$ cat config.mk
export PLATFORM = sky130hd
export DESIGN_NAME = uart_tx_sequencer
export DESIGN_NICKNAME = d
export VERILOG_FILES = /design/src/rtl/uart_tx_sequencer.sv
export SDC_FILE = /design/constraint.sdc
export NUM_CORES = 1
export LEC_CHECK = 0
export CAP_MARGIN = 20
export CORE_MARGIN = 4
export CORE_UTILIZATION = 45
export DETAILED_ROUTE_END_ITERATION = 6
export PLACE_DENSITY = 0.73
export SYNTH_ARGS = -nofsm -noshare
export SYNTH_HDL_FRONTEND = slang
export SYNTH_SLANG_ARGS = --single-unit
$ cat constraint.sdc
create_clock -name clk_in -period 2.9 [get_ports clk_in]
set_input_delay 0.58 -clock clk_in [delete_from_list [all_inputs] [get_ports clk_in]]
set_output_delay 0.58 -clock clk_in [all_outputs]
set_load 0.02 [all_outputs]
$ cat src/rtl/uart_tx_sequencer.sv
// UART transmit sequencer: serialises one DATA_BITS payload per handshake as
// start bit, LSB-first data and one or two stop bits, paced by baud_clk_in
// rising edges (OVERSAMPLING of them per bit period).
module uart_tx_sequencer #(
  parameter int unsigned OVERSAMPLING = 8,
  parameter int unsigned DATA_BITS    = 8,
  parameter int unsigned STOP_BITS    = 1
) (
  input  logic                 clk_in,
  input  logic                 nrst_in,
  input  logic                 baud_clk_in,
  input  logic [DATA_BITS-1:0] tx_data_in,
  input  logic                 tx_valid_in,
  output logic                 tx_ready_out,
  output logic                 tx_out,
  output logic                 busy_out
);

  localparam int unsigned TCW   = $clog2(OVERSAMPLING) + 1;
  localparam int unsigned BCW   = $clog2(DATA_BITS) + 1;
  localparam int unsigned NSTOP = (STOP_BITS == 2) ? 2 : 1;

  localparam logic [TCW-1:0] TICK_LAST = TCW'(OVERSAMPLING - 1);
  localparam logic [BCW-1:0] DATA_LAST = BCW'(DATA_BITS - 1);
  localparam logic [BCW-1:0] STOP_LAST = BCW'(NSTOP - 1);

  typedef enum logic [1:0] {IDLE, START, DATA, STOP} state_e;

  state_e               state_q,    state_d;
  logic [TCW-1:0]       tick_cnt_q, tick_cnt_d;
  logic [BCW-1:0]       bit_cnt_q,  bit_cnt_d;
  logic [DATA_BITS-1:0] shift_q,    shift_d;
  logic                 tx_q,       tx_d;
  logic                 busy_q,     busy_d;
  logic                 ready_q,    ready_d;
  logic                 baud_q;
  logic                 armed_q;
  logic                 tick;
  logic                 bit_end;

  // armed_q keeps a level already high at reset release from counting as an edge
  assign tick    = baud_clk_in & ~baud_q & armed_q;
  assign bit_end = tick && (tick_cnt_q == TICK_LAST);

  assign tx_out       = tx_q;
  assign busy_out     = busy_q;
  assign tx_ready_out = ready_q;

  // Baud edge detector: delayed copy of baud_clk_in plus post-reset arm flag
  always_ff @(posedge clk_in or negedge nrst_in) begin
    if (!nrst_in) begin
      baud_q  <= 1'b0;
      armed_q <= 1'b0;
    end else begin
      baud_q  <= baud_clk_in;
      armed_q <= 1'b1;
    end
  end

  // Sequencer state, counters, shift register and registered outputs
  always_ff @(posedge clk_in or negedge nrst_in) begin
    if (!nrst_in) begin
      state_q    <= IDLE;
      tick_cnt_q <= '0;
      bit_cnt_q  <= '0;
      shift_q    <= '0;
      tx_q       <= 1'b1;
      busy_q     <= 1'b0;
      ready_q    <= 1'b1;
    end else begin
      state_q    <= state_d;
      tick_cnt_q <= tick_cnt_d;
      bit_cnt_q  <= bit_cnt_d;
      shift_q    <= shift_d;
      tx_q       <= tx_d;
      busy_q     <= busy_d;
      ready_q    <= ready_d;
    end
  end

  // Next-state logic; tx_d is set one bit ahead so tx_out is purely registered
  always_comb begin
    state_d    = state_q;
    tick_cnt_d = tick_cnt_q;
    bit_cnt_d  = bit_cnt_q;
    shift_d    = shift_q;
    tx_d       = tx_q;
    busy_d     = busy_q;
    ready_d    = ready_q;

    if (state_q != IDLE && tick) begin
      tick_cnt_d = bit_end ? '0 : tick_cnt_q + 1'b1;
    end

    case (state_q)
      IDLE: begin
        if (tx_valid_in && ready_q) begin
          state_d    = START;
          shift_d    = tx_data_in;
          tick_cnt_d = '0;
          bit_cnt_d  = '0;
          tx_d       = 1'b0;
          busy_d     = 1'b1;
          ready_d    = 1'b0;
        end
      end
      START: begin
        if (bit_end) begin
          state_d = DATA;
          tx_d    = shift_q[0];
        end
      end
      DATA: begin
        if (bit_end) begin
          shift_d = shift_q >> 1;
          if (bit_cnt_q == DATA_LAST) begin
            state_d   = STOP;
            bit_cnt_d = '0;
            tx_d      = 1'b1;
          end else begin
            bit_cnt_d = bit_cnt_q + 1'b1;
            tx_d      = shift_q[1];
          end
        end
      end
      STOP: begin
        if (bit_end) begin
          if (bit_cnt_q == STOP_LAST) begin
            state_d   = IDLE;
            bit_cnt_d = '0;
            busy_d    = 1'b0;
            ready_d   = 1'b1;
          end else begin
            bit_cnt_d = bit_cnt_q + 1'b1;
          end
        end
      end
      default: begin
        state_d = IDLE;
      end
    endcase
  end

endmodule
# Yosys cells after proc, flatten, opt, wreduce, memory -nomap -nowiden
# Cells that the tools add are included.
# totals
out_inout_bits,3
ff_bits,23
inputBits,12
word_cells,72
# classes
n_reduce_logical,15
n_bitwise,3
add_sub_neg,2
mux,32
n_eq_ne,11
# op_table
op,n
$mux 4,9
$mux 8,2
$pmux 8 s2,1
$mux 2,6
$ne 2x2->1 const B,6
$pmux 4 s3,1
$reduce_and 4->1,3
$mux 1,9
$add 4x1->4 const B,2
$eq 4x3->1 const B,2
$pmux 2 s4,1
$reduce_and 6->1,1
$reduce_bool 2->1,3
$reduce_bool 3->1,2
$eq 2x2->1 const B,2
$logic_not 4->1,1
$pmux 1 s2,2
$logic_and 1x1->1,3
$pmux 1 s3,1
$reduce_and 3->1,1
$and 1x1->1,2
$eq 2x1->1 const B,1
$logic_not 2->1,1
$not 1->1,1

# Depth between registers and ports, before layout
# logic_depth
depth_word,8
ltp_mapped,7
ltp_nobuf,6

# Least setup slack after synthesis
# No wires, ideal clock.
# synth_timing
kind,register to register
startpoint,register state_q[0]
endpoint,register state_q[1]
synth_period_minus_slack_ps,1905
t_required_ps,2775
arrival_time_ps,1780
n_path_buf,1
setup_slack_ps,995
path_stages_with_launch,7
setup_time_ps,125
path_cell_list,dfrtp_1 > inv_1 > ha_1 > buf_6 > or3_1 > a211o_1 > mux2_4
# synth_via
elab_chain_cells,3
elab_cells_between_ends,12
classes_between,eq/ne: 9; mux: 1; reduce/logical: 2
# synth_rtl
element,line,source
"start, declared",29,"state_e state_q, state_d;"
"start signal, assigned",71,state_q <= state_d;
"$eq 2x2->1, or another cell as far along",95,case (state_q)
$ne 2x2->1 (no source line),-,
$reduce_and 6->1 (no source line),-,
# Parallel ways exist; a longest one is shown, timed or not.
# A chain may end at the register's enable or synchronous reset.

# Final worst setup path
# Ends and elaborated chain as after synthesis.

==> impl_metrics.toml <==
[status]
status = "complete, no violations"

[clock_network]
clock_latency_ps = 320
cts.repair.resized = 0
cts_tree = "done"
hold_buffers = 0
root_buffer = "clkbuf_4"
clkSlewWorstSetupHoldPaths_ps = 140
clock_path_buffers = 2
post_cts_buffers = 0
cts_inserted_buffers = 3
htree_num_levels = 1
cts_sinks = 23

[global_routing]
gr-usage-all-layers = 0.1410
grt_pass1_wl_um = 4533
grt_pass1_vias = 1029
grt_max_degree = 24
grt_overflow = 0
antenna_found_initial = 0

[route]
vias = 964
dr_wl_met2_um = 1215
drt-vias-per-instance = 5.738
top_layer = "met4"
wl_met1_um = 1104
drt_pre_antenna_iters = 4
wl_per_cell_um = 14.61
drcViolationCount = 0
final_antenna_net_count = 0
met3_length_um = 103
drt-total-wl_um = 2455
drt_first_iter_violations = 43

[timing]
fin_skew_ps = 10.71
setup_viol = 0
worst_slack_ps = 588.9
tightest_slew_ps = 684.1
hold_viol_final = 0
fin_crit_sh = 0.7969
slew_headroom = 0.5439
rsz0062_at_grt = "no"
setup_tns_ps = 0
fmax_ghz = 0.4327
slew_viol_final = 0
fin_crit_ps = 2311

[placement]
gp_congestion = 0.8295
pre_cts_slack_ps = 604.8
numPortBuffers = 14
placedCellCount = 164
placed_cell_area_um2 = 1514
dp_hpwl_um = 1831

[floorplan]
ios = 15
coreArea_um2 = 2805
die_h_um = 62.72
rows = 19
dieArea_um2 = 3934
die_w_um = 62.72
start_util = 0.4804

[synth]
synthDistinctLibCells = 43
asyncSetResetFlopFracSynth = 1.000
yosysWarnings = 0
synth_top_cell_by_area = "dfrtp_1"
synth_top_area_frac = 0.3900
syn_nets = 142
synth_edf_count = 0
ys.flop_type = "dfrtp_1"
avgSynthCellArea_um2 = 11.14
synth_seq_cells = 23
seq_area_frac_synth = 0.4290
synth_area_um2 = 1348
synth.area.top_cells = "dfrtp_1, mux2_2, ha_1"
synth_cells = 121

[final_layout]
drive_above_1_share = 0.2190
fin_nets = 159
final_area_um2 = 1544
fill_cells = 244
syn_to_final_growth_pct = 14.58
diodes = 0
finalNonFillerCells = 168

[setup_path]
crit_required_ps = 3110
path_class = "reg2reg"
reg2reg_depth = 6
crit_path_end_kind = "flop"
crit_fanout = 19
cp-start-kind = "flop"
cp.arrival_ps = 2520

[pwr]
leakagePower_nw = 0.6836
ir_drop_mv = 0.5285
powerDensity_nw_per_um2 = 934.9

[worst_hold_path]
min_delay_path_depth = 1
hp-class = "reg2reg"

[run]
maxCapViolCount = 0
[cells by family (layout without fill, tap and decap cells)]
kind of cell	after synthesis	in the layout	synth area share
flip-flops	23	23	0.4290
adder cells (fa/ha/maj)	9	9	0.08357
other	1	1	0.002783
multiplexers	21	21	0.1746
AND/OR/NAND/NOR	38	38	0.1653
XOR/XNOR	2	2	0.01300
buffers and inverters	8	24	0.02878
AO/OA/AOI/OAI	19	19	0.1031
[layout by cell type (no fill, tap or decap), drive strengths merged, types with 2 or more instances in the layout]
cell type      count
nand3              2
clkbuf             3
and3               2
xor2               2
and3b              2
or3b               2
dfrtp             21
and4bb             2
ha                 9
nor3               3
dfstp              2
mux2i              4
clkdlybuf4s50     14
o21ai              2
nor2              14
nand2              5
a21oi              6
mux2              17
inv                5
a21boi             2
a211o              2
[area by class of cell]
| class | instances | area (um^2) | share of cell area |
|---|---|---|---|
| Clock buffer | 3 | 22.52 | 0.01459 |
| Clock inverter | 1 | 7.507 | 0.004862 |
| Inverter | 5 | 18.77 | 0.01216 |
| Multi-Input combinational cell | 90 | 730.7 | 0.4733 |
| Sequential cell | 23 | 578.1 | 0.3744 |
| Tap cell | 31 | 38.79 | 0.02512 |
| Timing Repair Buffer | 15 | 147.6 | 0.09562 |
[path summary, 6_finish.rpt]
path / start / end / slack (ps)
max reg2reg: state_q[0] / state_q[1] / 590
max in group asynchronous: nrst_in / tx_out / 2010
min in group asynchronous: nrst_in / tick_cnt_q[0] / 590
min reg2reg: shift_q[4] / shift_q[4] / 520
min: shift_q[4] / shift_q[4] / 520
max: state_q[0] / state_q[1] / 590
[per-stage QoR]
stage	total power (W)	hold WS, ps	utilization
6_report	0.001443	522.9	0.5504
5_1_grt	0.001577	545.2	0.5504
4_1_cts	0.001451	527.5	0.5504
3_5_place_dp	0.001295	495.2	0.5397
3_3_place_gp	0.001256	485.2	0.5397
2_1_floorplan	0.001143	284.4	-
[synth_stat cells (2+ instances only)]
cell / number
a211o_1: 2
a21oi_1: 5
and3_1: 2
and3b_1: 2
dfrtp_1: 21
dfstp_2: 2
ha_1: 9
inv_1: 5
mux2_2: 16
mux2i_1: 4
nand2_1: 5
nand3_1: 2
nor2_1: 14
nor3_1: 2
xor2_1: 2
[state kept, by name (all words and copies together) (netlist names)]
signal / cells
armed_q: 1
shift_q: 8
baud_q: 1
busy_out: 1
state_q: 2
tick_cnt_q: 4
tx_out: 1
bit_cnt_q: 4
tx_ready_out: 1
[critical path, cell delays in order (launching register included)]
cell and delay [ps]:
dfrtp_1 460, inv_1 120, ha_1 610, nor2_1 220, nor3_2 310, a211o_1 190, mux2_4 300
[per-layer routing]
layer,vias up,track usage
met4,0,0.04408
met2,21,0.2517
met1,474,0.1687
li1,465,-
met3,4,0.02878
met5,-,0
[power by group]
group	leakage (nW)	switching, W	internal, W	total [W]
combinational	0.390	0.000371	0.000387	0.000757
clock	0.0139	0.000103	0.0000526	0.000156
sequential	0.279	0.0000881	0.000442	0.000530
Power figures use the tool's default switching activity.
